<file path="config.mk">
export PLATFORM = sky130hd
export DESIGN_NAME = regfile_port_scheduler
export DESIGN_NICKNAME = d
export VERILOG_FILES = /design/src/rtl/regfile_sched_pkg.sv /design/src/rtl/rr_arbiter2.sv /design/src/rtl/regfile_port_scheduler.sv
export SDC_FILE = /design/constraint.sdc
export NUM_CORES = 1
export LEC_CHECK = 0
export CORE_ASPECT_RATIO = 1.1
export CORE_MARGIN = 1.5
export CORE_UTILIZATION = 39
export CTS_CLUSTER_SIZE = 40
export DETAILED_ROUTE_END_ITERATION = 7
export GPL_TIMING_DRIVEN = 0
export PLACE_DENSITY = 0.83
export RECOVER_POWER = 50
export SYNTH_ARGS = -nofsm -noshare
export SYNTH_HDL_FRONTEND = slang
export SYNTH_HIERARCHICAL = 1
export SYNTH_SLANG_ARGS = --single-unit
</file>
<file path="constraint.sdc">
create_clock -name clk -period 2.2 [get_ports clk]
set_input_delay 0.44 -clock clk [delete_from_list [all_inputs] [get_ports clk]]
set_output_delay 0.44 -clock clk [all_outputs]
set_load 0.05 [all_outputs]
</file>
<file path="src/rtl/regfile_sched_pkg.sv">
// Shared types and sizes for the register-file write-port scheduler.
package regfile_sched_pkg;
    localparam int REG_ADDR_W = 5;
    localparam int NUM_REGS   = 32;
    localparam int DATA_W     = 32;

    typedef enum logic {
        IDLE  = 1'b0,
        CLEAR = 1'b1
    } state_t;

    typedef struct packed {
        logic [REG_ADDR_W-1:0] rd;
        logic [DATA_W-1:0]     data;
    } wr_req_t;
endpackage

</file>
<file path="src/rtl/rr_arbiter2.sv">
// Two-way round-robin arbiter; last_dbg remembers whether requester 1 won the last transfer.
module rr_arbiter2 (
    input  logic       clk,
    input  logic       rst,
    input  logic [1:0] req,
    input  logic       advance,
    output logic [1:0] gnt
);
    logic last_dbg;

    // On contention the requester that did not win last time is served.
    always_comb begin
        gnt[0] = req[0] && (!req[1] || last_dbg);
        gnt[1] = req[1] && (!req[0] || !last_dbg);
    end

    always_ff @(posedge clk or posedge rst) begin
        if (rst)
            last_dbg <= 1'b1;
        else if (advance)
            last_dbg <= gnt[1];
    end
endmodule

</file>
<file path="src/rtl/regfile_port_scheduler.sv">
// Shares the register-file write port between core and debug writers, plus a zero-fill sweep.
// Build option: REGFILE_DBG_PORT_EN enables the debug port in arbitration.
module regfile_port_scheduler
    import regfile_sched_pkg::*;
#(
    parameter int WIDTH = DATA_W
) (
    input  logic                  clk,
    input  logic                  rst,
    input  logic                  clear_req,
    input  logic                  core_valid,
    input  logic [REG_ADDR_W-1:0] core_rd,
    input  logic [WIDTH-1:0]      core_data,
    output logic                  core_ready,
    input  logic                  dbg_valid,
    input  logic [REG_ADDR_W-1:0] dbg_rd,
    input  logic [WIDTH-1:0]      dbg_data,
    output logic                  dbg_ready,
    output logic [REG_ADDR_W-1:0] RD,
    output logic [WIDTH-1:0]      RD_data,
    output logic                  write_en,
    output logic                  busy,
    output logic                  clear_done
);
    localparam logic [REG_ADDR_W-1:0] LAST_IDX = REG_ADDR_W'(NUM_REGS - 1);

    state_t                state, state_next;
    logic [REG_ADDR_W-1:0] idx, idx_next;
    logic [REG_ADDR_W-1:0] rd_next;
    logic [WIDTH-1:0]      data_next;
    logic                  we_n_next;
    logic                  done_next;
    logic                  accept_ok;
    logic                  core_gnt, dbg_gnt, xfer;
    wr_req_t               sel;

    assign accept_ok = (state == IDLE) && !clear_req;

`ifdef REGFILE_DBG_PORT_EN
    logic [1:0] gnt;

    rr_arbiter2 u_arb (
        .clk     (clk),
        .rst     (rst),
        .req     ({accept_ok && dbg_valid, accept_ok && core_valid}),
        .advance (xfer),
        .gnt     (gnt)
    );

    assign core_gnt = gnt[0];
    assign dbg_gnt  = gnt[1];
`else
    logic unused_dbg;

    assign unused_dbg = ^{dbg_valid, dbg_rd, dbg_data};
    assign core_gnt   = accept_ok && core_valid;
    assign dbg_gnt    = 1'b0;
`endif

    assign xfer       = core_gnt || dbg_gnt;
    assign core_ready = core_gnt;
    assign dbg_ready  = dbg_gnt;
    assign busy       = (state == CLEAR);
    assign sel        = dbg_gnt ? wr_req_t'{rd: dbg_rd, data: dbg_data}
                                : wr_req_t'{rd: core_rd, data: core_data};

    always_comb begin
        state_next = state;
        idx_next   = idx;
        rd_next    = RD;
        data_next  = RD_data;
        we_n_next  = 1'b1;
        done_next  = 1'b0;
        case (state)
            IDLE: begin
                if (clear_req) begin
                    state_next = CLEAR;
                    idx_next   = '0;
                end else if (xfer && (sel.rd != '0)) begin
                    // x0 is hardwired; accepted writes to it are silently dropped.
                    rd_next   = sel.rd;
                    data_next = sel.data;
                    we_n_next = 1'b0;
                end
            end
            CLEAR: begin
                rd_next   = idx;
                data_next = '0;
                we_n_next = 1'b0;
                if (idx == LAST_IDX) begin
                    state_next = IDLE;
                    idx_next   = '0;
                    done_next  = 1'b1;
                end else begin
                    idx_next = idx + 1'b1;
                end
            end
            default: state_next = IDLE;
        endcase
    end

    // Output stage: one-cycle write latency to the register file.
    always_ff @(posedge clk or posedge rst) begin
        if (rst) begin
            state      <= IDLE;
            idx        <= '0;
            RD         <= '0;
            RD_data    <= '0;
            write_en   <= 1'b1;
            clear_done <= 1'b0;
        end else begin
            state      <= state_next;
            idx        <= idx_next;
            RD         <= rd_next;
            RD_data    <= data_next;
            write_en   <= we_n_next;
            clear_done <= done_next;
        end
    end
endmodule
</file>
* After elaboration in Yosys (flattened, before gate mapping) *
Cells that the tools add are included.

cells by class
  add/sub/neg operators = 1
  multipliers = 0
  div/mod/pow operators = 0
  magnitude comparators = 0
  equal/unequal tests = 4
  shift-type cells = 0
  mux-type cells = 17
  bitwise logic cells = 1
  reductions and logical operators = 6

operators with widths
  cell                                                                     number
  32-bit two-way mux                                                       2
  32-bit one-hot mux with 2 select lines                                   1
  5-bit two-way mux                                                        4
  5-bit one-hot mux with 2 select lines                                    2
  1-bit two-way mux                                                        6
  5-bit by 1-bit adder with 5-bit output, second input constant            1
  5-bit equality test, second input constant                               1
  5-bit nonzero test                                                       1
  2-bit inequality test, second input constant                             2
  1-bit one-hot mux with 2 select lines                                    2
  1-bit logical AND                                                        3
  2-bit by 1-bit inequality test with 1-bit output, second input constant  1
  2-bit AND reduction                                                      1
  1-bit logical NOT                                                        1
  1-bit NOT                                                                1

word-level totals
  register bits after elaboration = 45
  latch bits = 0
  memory bits (writable) = 0
  bits in read-only memories = 0
  word-level logic and storage cells = 35
  memories kept = 0

* Longest topological paths before layout *
  depth in word-level cells = 7
  depth in mapped cells = 6
  depth with buffers taken out = 6

* Worst setup path after synthesis *
OpenSTA, ideal clock, no wires.

  path kind = register to register
  from = register state (netlist: busy)
  to = register RD_data[21]
  library setup time = 0.125 ns
  arrival = 1.903 ns
  data required time = 2.075 ns
  path slack = 0.172 ns
  cell stages (with the launch flop) = 7
  path buffers = 3
  cells stage by stage = dfrtp_1 buf_6 or3b_4 a21o_1 buf_6 buf_6 mux2_4

on the way
  word-level cells in the longest chain between the ends = 6
  elaborated cells between the ends (all ways) = 8

RTL lines
  what                                                        line                           source
  start: declaration                                          regfile_port_scheduler.sv:27   state_t state, state_next;
  start signal: assignment                                    regfile_port_scheduler.sv:112  state <= state_next;
  1-bit NOT                                                   n/a
  1-bit logical AND                                           regfile_port_scheduler.sv:37   assign accept_ok = (state == IDLE) && !clear_req;
  1-bit logical AND                                           regfile_port_scheduler.sv:56   assign core_gnt = accept_ok && core_valid;
  1-bit logical AND                                           regfile_port_scheduler.sv:79   end else if (xfer && (sel.rd != '0)) begin
  2-bit by 1-bit inequality test with 1-bit output (no line)  n/a
  2-bit AND reduction (no line)                               n/a
  end signal: assignment                                      regfile_port_scheduler.sv:115  RD_data <= data_next;
  end: declaration                                            regfile_port_scheduler.sv:20   output logic [WIDTH-1:0] RD_data,

Parallel ways exist; a longest one is shown, timed or not.
A chain may end at the register's enable or synchronous reset.

* Final worst setup path *
  from = input clear_req
  to = output core_ready

on the way
  word-level cells in the longest chain between the ends = 3

RTL lines
  what                line                          source
  start: declaration  regfile_port_scheduler.sv:10  input logic clear_req,
  1-bit logical NOT   regfile_port_scheduler.sv:37
  1-bit logical AND   regfile_port_scheduler.sv:37
  1-bit logical AND   regfile_port_scheduler.sv:56
  end: declaration    regfile_port_scheduler.sv:14  output logic core_ready,

Every way passes these cells.

==> results by group <==
Critical path
  – Critical path buffers and inverters: 3
  – Worst EP arrival: 1.69 ns
  – Reg2Reg Depth: 6
  – Slowest CP cell: clkdlybuf4s50_1
  – Critical path cell sequence: clkdlybuf4s50_1 > or3b_4 > inv_2 > buf_6
  – CP max FO: 6
  – CP Capture Type: output port
  – CP top delay family: buffers and inverters
  – Kind of critical path: in2out
  – Critical Path RT: 1.76 ns
  – Crit path launch: clear_req
  – Reg2reg start: busy
  – CP max stage delay: 0.50 ns
  – Startpoint Class: input port
  – CP Depth: 4

Final layout
  – Antenna cells: 0
  – Layout cell share with drive strength beyond 1: 20.8%
  – Layout area overhead: 46.5%
  – Final net count: 335
  – Final core utilization: 59.1%

Drt
  – Vias: 1,545
  – Remaining DRCs: 0
  – Vias per std cell: 4.68
  – Iteration-0 DRC Markers: 54
  – Antenna viol nets, final: 0
  – DRT Wirelength: 4630 µm
  – DR WL/cell: 14.0 µm
  – Pre-antenna DRT Iters: 4

Power and ir drop
  – Lkg Pwr: 1.51 nW
  – Final Power: 2.86 mW
  – Clk pwr share: 19.1%
  – Switching share of power: 38.0%
  – Cell-internal power: 1.77 mW
  – Gate power share: 43.4%
  – Share of power burned in registers: 37.5%
  – Power per cell area: 898 mW/mm²
  – Maximum VDD drop: 838 µV
  – Psw: 1.09 mW

Synthesis
  – Post-synth top area share: 50.6%
  – Dominant cells by area after synthesis: dfrtp_1, mux2_4, nor2b_1
  – Post-synth cell types: 30
  – Post-synth top cells: dfrtp_1, nor2b_1, mux2_4
  – Seq cells post-synth: 45
  – EDFF count, synth: 0
  – Syn nets: 246
  – Seq/Total Area, Yosys: 51.8%
  – Mapped Area: 0.00218 mm²
  – Ys async rst share: 100%
  – Ys Warns: 6
  – Synth Instances: 165
  – Synth Area per Inst: 13.2 µm²
  – Predominant post-synthesis flop cell: dfrtp_1
  – Post-synth top area cell: dfrtp_1
  – Most frequent cell after synthesis: dfrtp_1

Placement
  – GPL Wtd Cong: 0.767
  – I/O Buffers: 81
  – Dpl hpwl: 3410 µm

Clock network
  – CTS max path bufs: 2
  – Clk_lat worst skew: 0.29 ns
  – Hold Buf Count CTS: 0
  – CTS tree: built
  – Setup repair bufs after CTS: 0
  – CTS H-Tree Depth: 2
  – Clock root buffer: clkbuf_8
  – Sink Count: 45
  – Total CTS buffers: 5
  – Worst-path clk slew: 0.08 ns

STA
  – Clock Skew: 0.00316 ns
  – Count of final hold-check violations: 0
  – FMAX: 470 MHz
  – Unrepaired setup endpoints after global routing: false
  – Setup violators final: 0
  – Slew margin rel.: 45.6%
  – Worst-margin pin slew: 0.814 ns
  – Setup TNS: 0 ns
  – Hold Slack: 0.528 ns
  – Minimum clock period: 2.13 ns
  – Fin. max-slew vios: 0
  – Tcrit/Tclk final: 96.7%

Die
  – Core Area: 0.00540 mm²
  – IO Pins: 121
  – Site Rows: 28
  – DIE WIDTH: 74.2 µm
  – Initial Util: 40.3%
  – Die Span Y: 81.3 µm
  – Die ar.: 0.00604 mm²

Global route
  – Tot GR Track Use: 15.8%
  – Antenna violations before repair: 0
  – First-pass GRT wire length: 7290 µm
  – Vias in the first global route: 1,577
  – Largest net degree at the start of global routing: 25
  – Gr ovfl total: 0

Min path
  – HP Start: RD[2]
  – Min-Delay Path Class: reg2reg
  – Hold path depth: 1

Job
  – Max cap viols: 0

Outcome
  – Run status: finished clean
[power by group through the flow]
stage                     registers, mW  clock network (mW)  logic (mW)
after floorplan                    1.40                   0       0.530
after CTS                          1.08               0.570        1.27
final                              1.07               0.547        1.24
after global placement             1.09                   0        1.23
after global routing               1.09               0.602        1.33
after detailed placement           1.09                   0        1.26
[worst paths after layout]
path                                to  slack, ns
max                         core_ready       0.07
min in group asynchronous  RD_data[24]       0.74
min                              RD[2]       0.53
max in group asynchronous  RD_data[19]       0.41
max reg2reg                RD_data[22]       0.34
min reg2reg                      RD[2]       0.53
[cells by family after synthesis]
| logic type | synth area share [%] |
|---|---|
| buf+inv | 5.29 |
| mux | 21.2 |
| other cells | 0.172 |
| fa+ha+maj | 1.15 |
| flops | 51.8 |
| simple gates | 13.5 |
| compound gates | 6.90 |
[layout by cell type (no fill, tap or decap), types with 3 or more instances in the layout]
cell and instances:
clkdlybuf4s50_1 69, dfrtp_1 44, nor2b_1 33, mux2_4 27
dlygate4sd3_1 11, clkbuf_8 7, o21ai_0 6, mux2_2 5
buf_6 4, clkbuf_1 4, nand2_1 4, inv_1 3
a21oi_1 3, a2bb2oi_1 3, a22o_1 3
[routing by layer]
metal	vias up	share of wire, %	track usage [%]
li1	742	-	-
met5	-	0	0
met4	0	0.78	4.36
met1	745	43	18.7
met3	4	5.5	4.84
met2	54	50	27.6
[what timing repair did]
action                                  4_1_cts  5_1_grt
gates resized for setup                       7        1
gates cloned                                  0        0
endpoints found under the setup margin        1        1
[per-stage QoR]
stage	area (µm²)	cells	setup WS (ns)
5_1_grt	3190	330	0.0217
4_1_cts	3210	330	0.00605
3_5_place_dp	3110	322	-0.619
6_report	3190	330	0.0721
3_3_place_gp	3080	321	-0.612
2_1_floorplan	2180	165	0.172
[worst register-to-register path, delay by kind of cell, from the launching register on]
family                 cells  cell delay [ns]
AOI/OAI and AO/OA          1             0.18
and+or+nand+nor            1             0.43
DFF                        1             0.39
buffers and inverters      3             0.45
muxes                      1             0.30
[area by class of cell]
class	instances	area, µm²
Buffer	10	96.3
Clock buffer	7	96.3
Clock inverter	1	5.00
Fill cell	479	2210
Inverter	5	18.8
Multi-Input combinational cell	105	933
Sequential cell	45	1130
Tap cell	75	93.8
Timing Repair Buffer	82	817
[registers in the layout (all words and copies together) (netlist names)]
name	cells
write_en	1
clear_done	1
busy	1
RD	5
RD_data	32
idx	5
(Power assumes the default switching activity.)
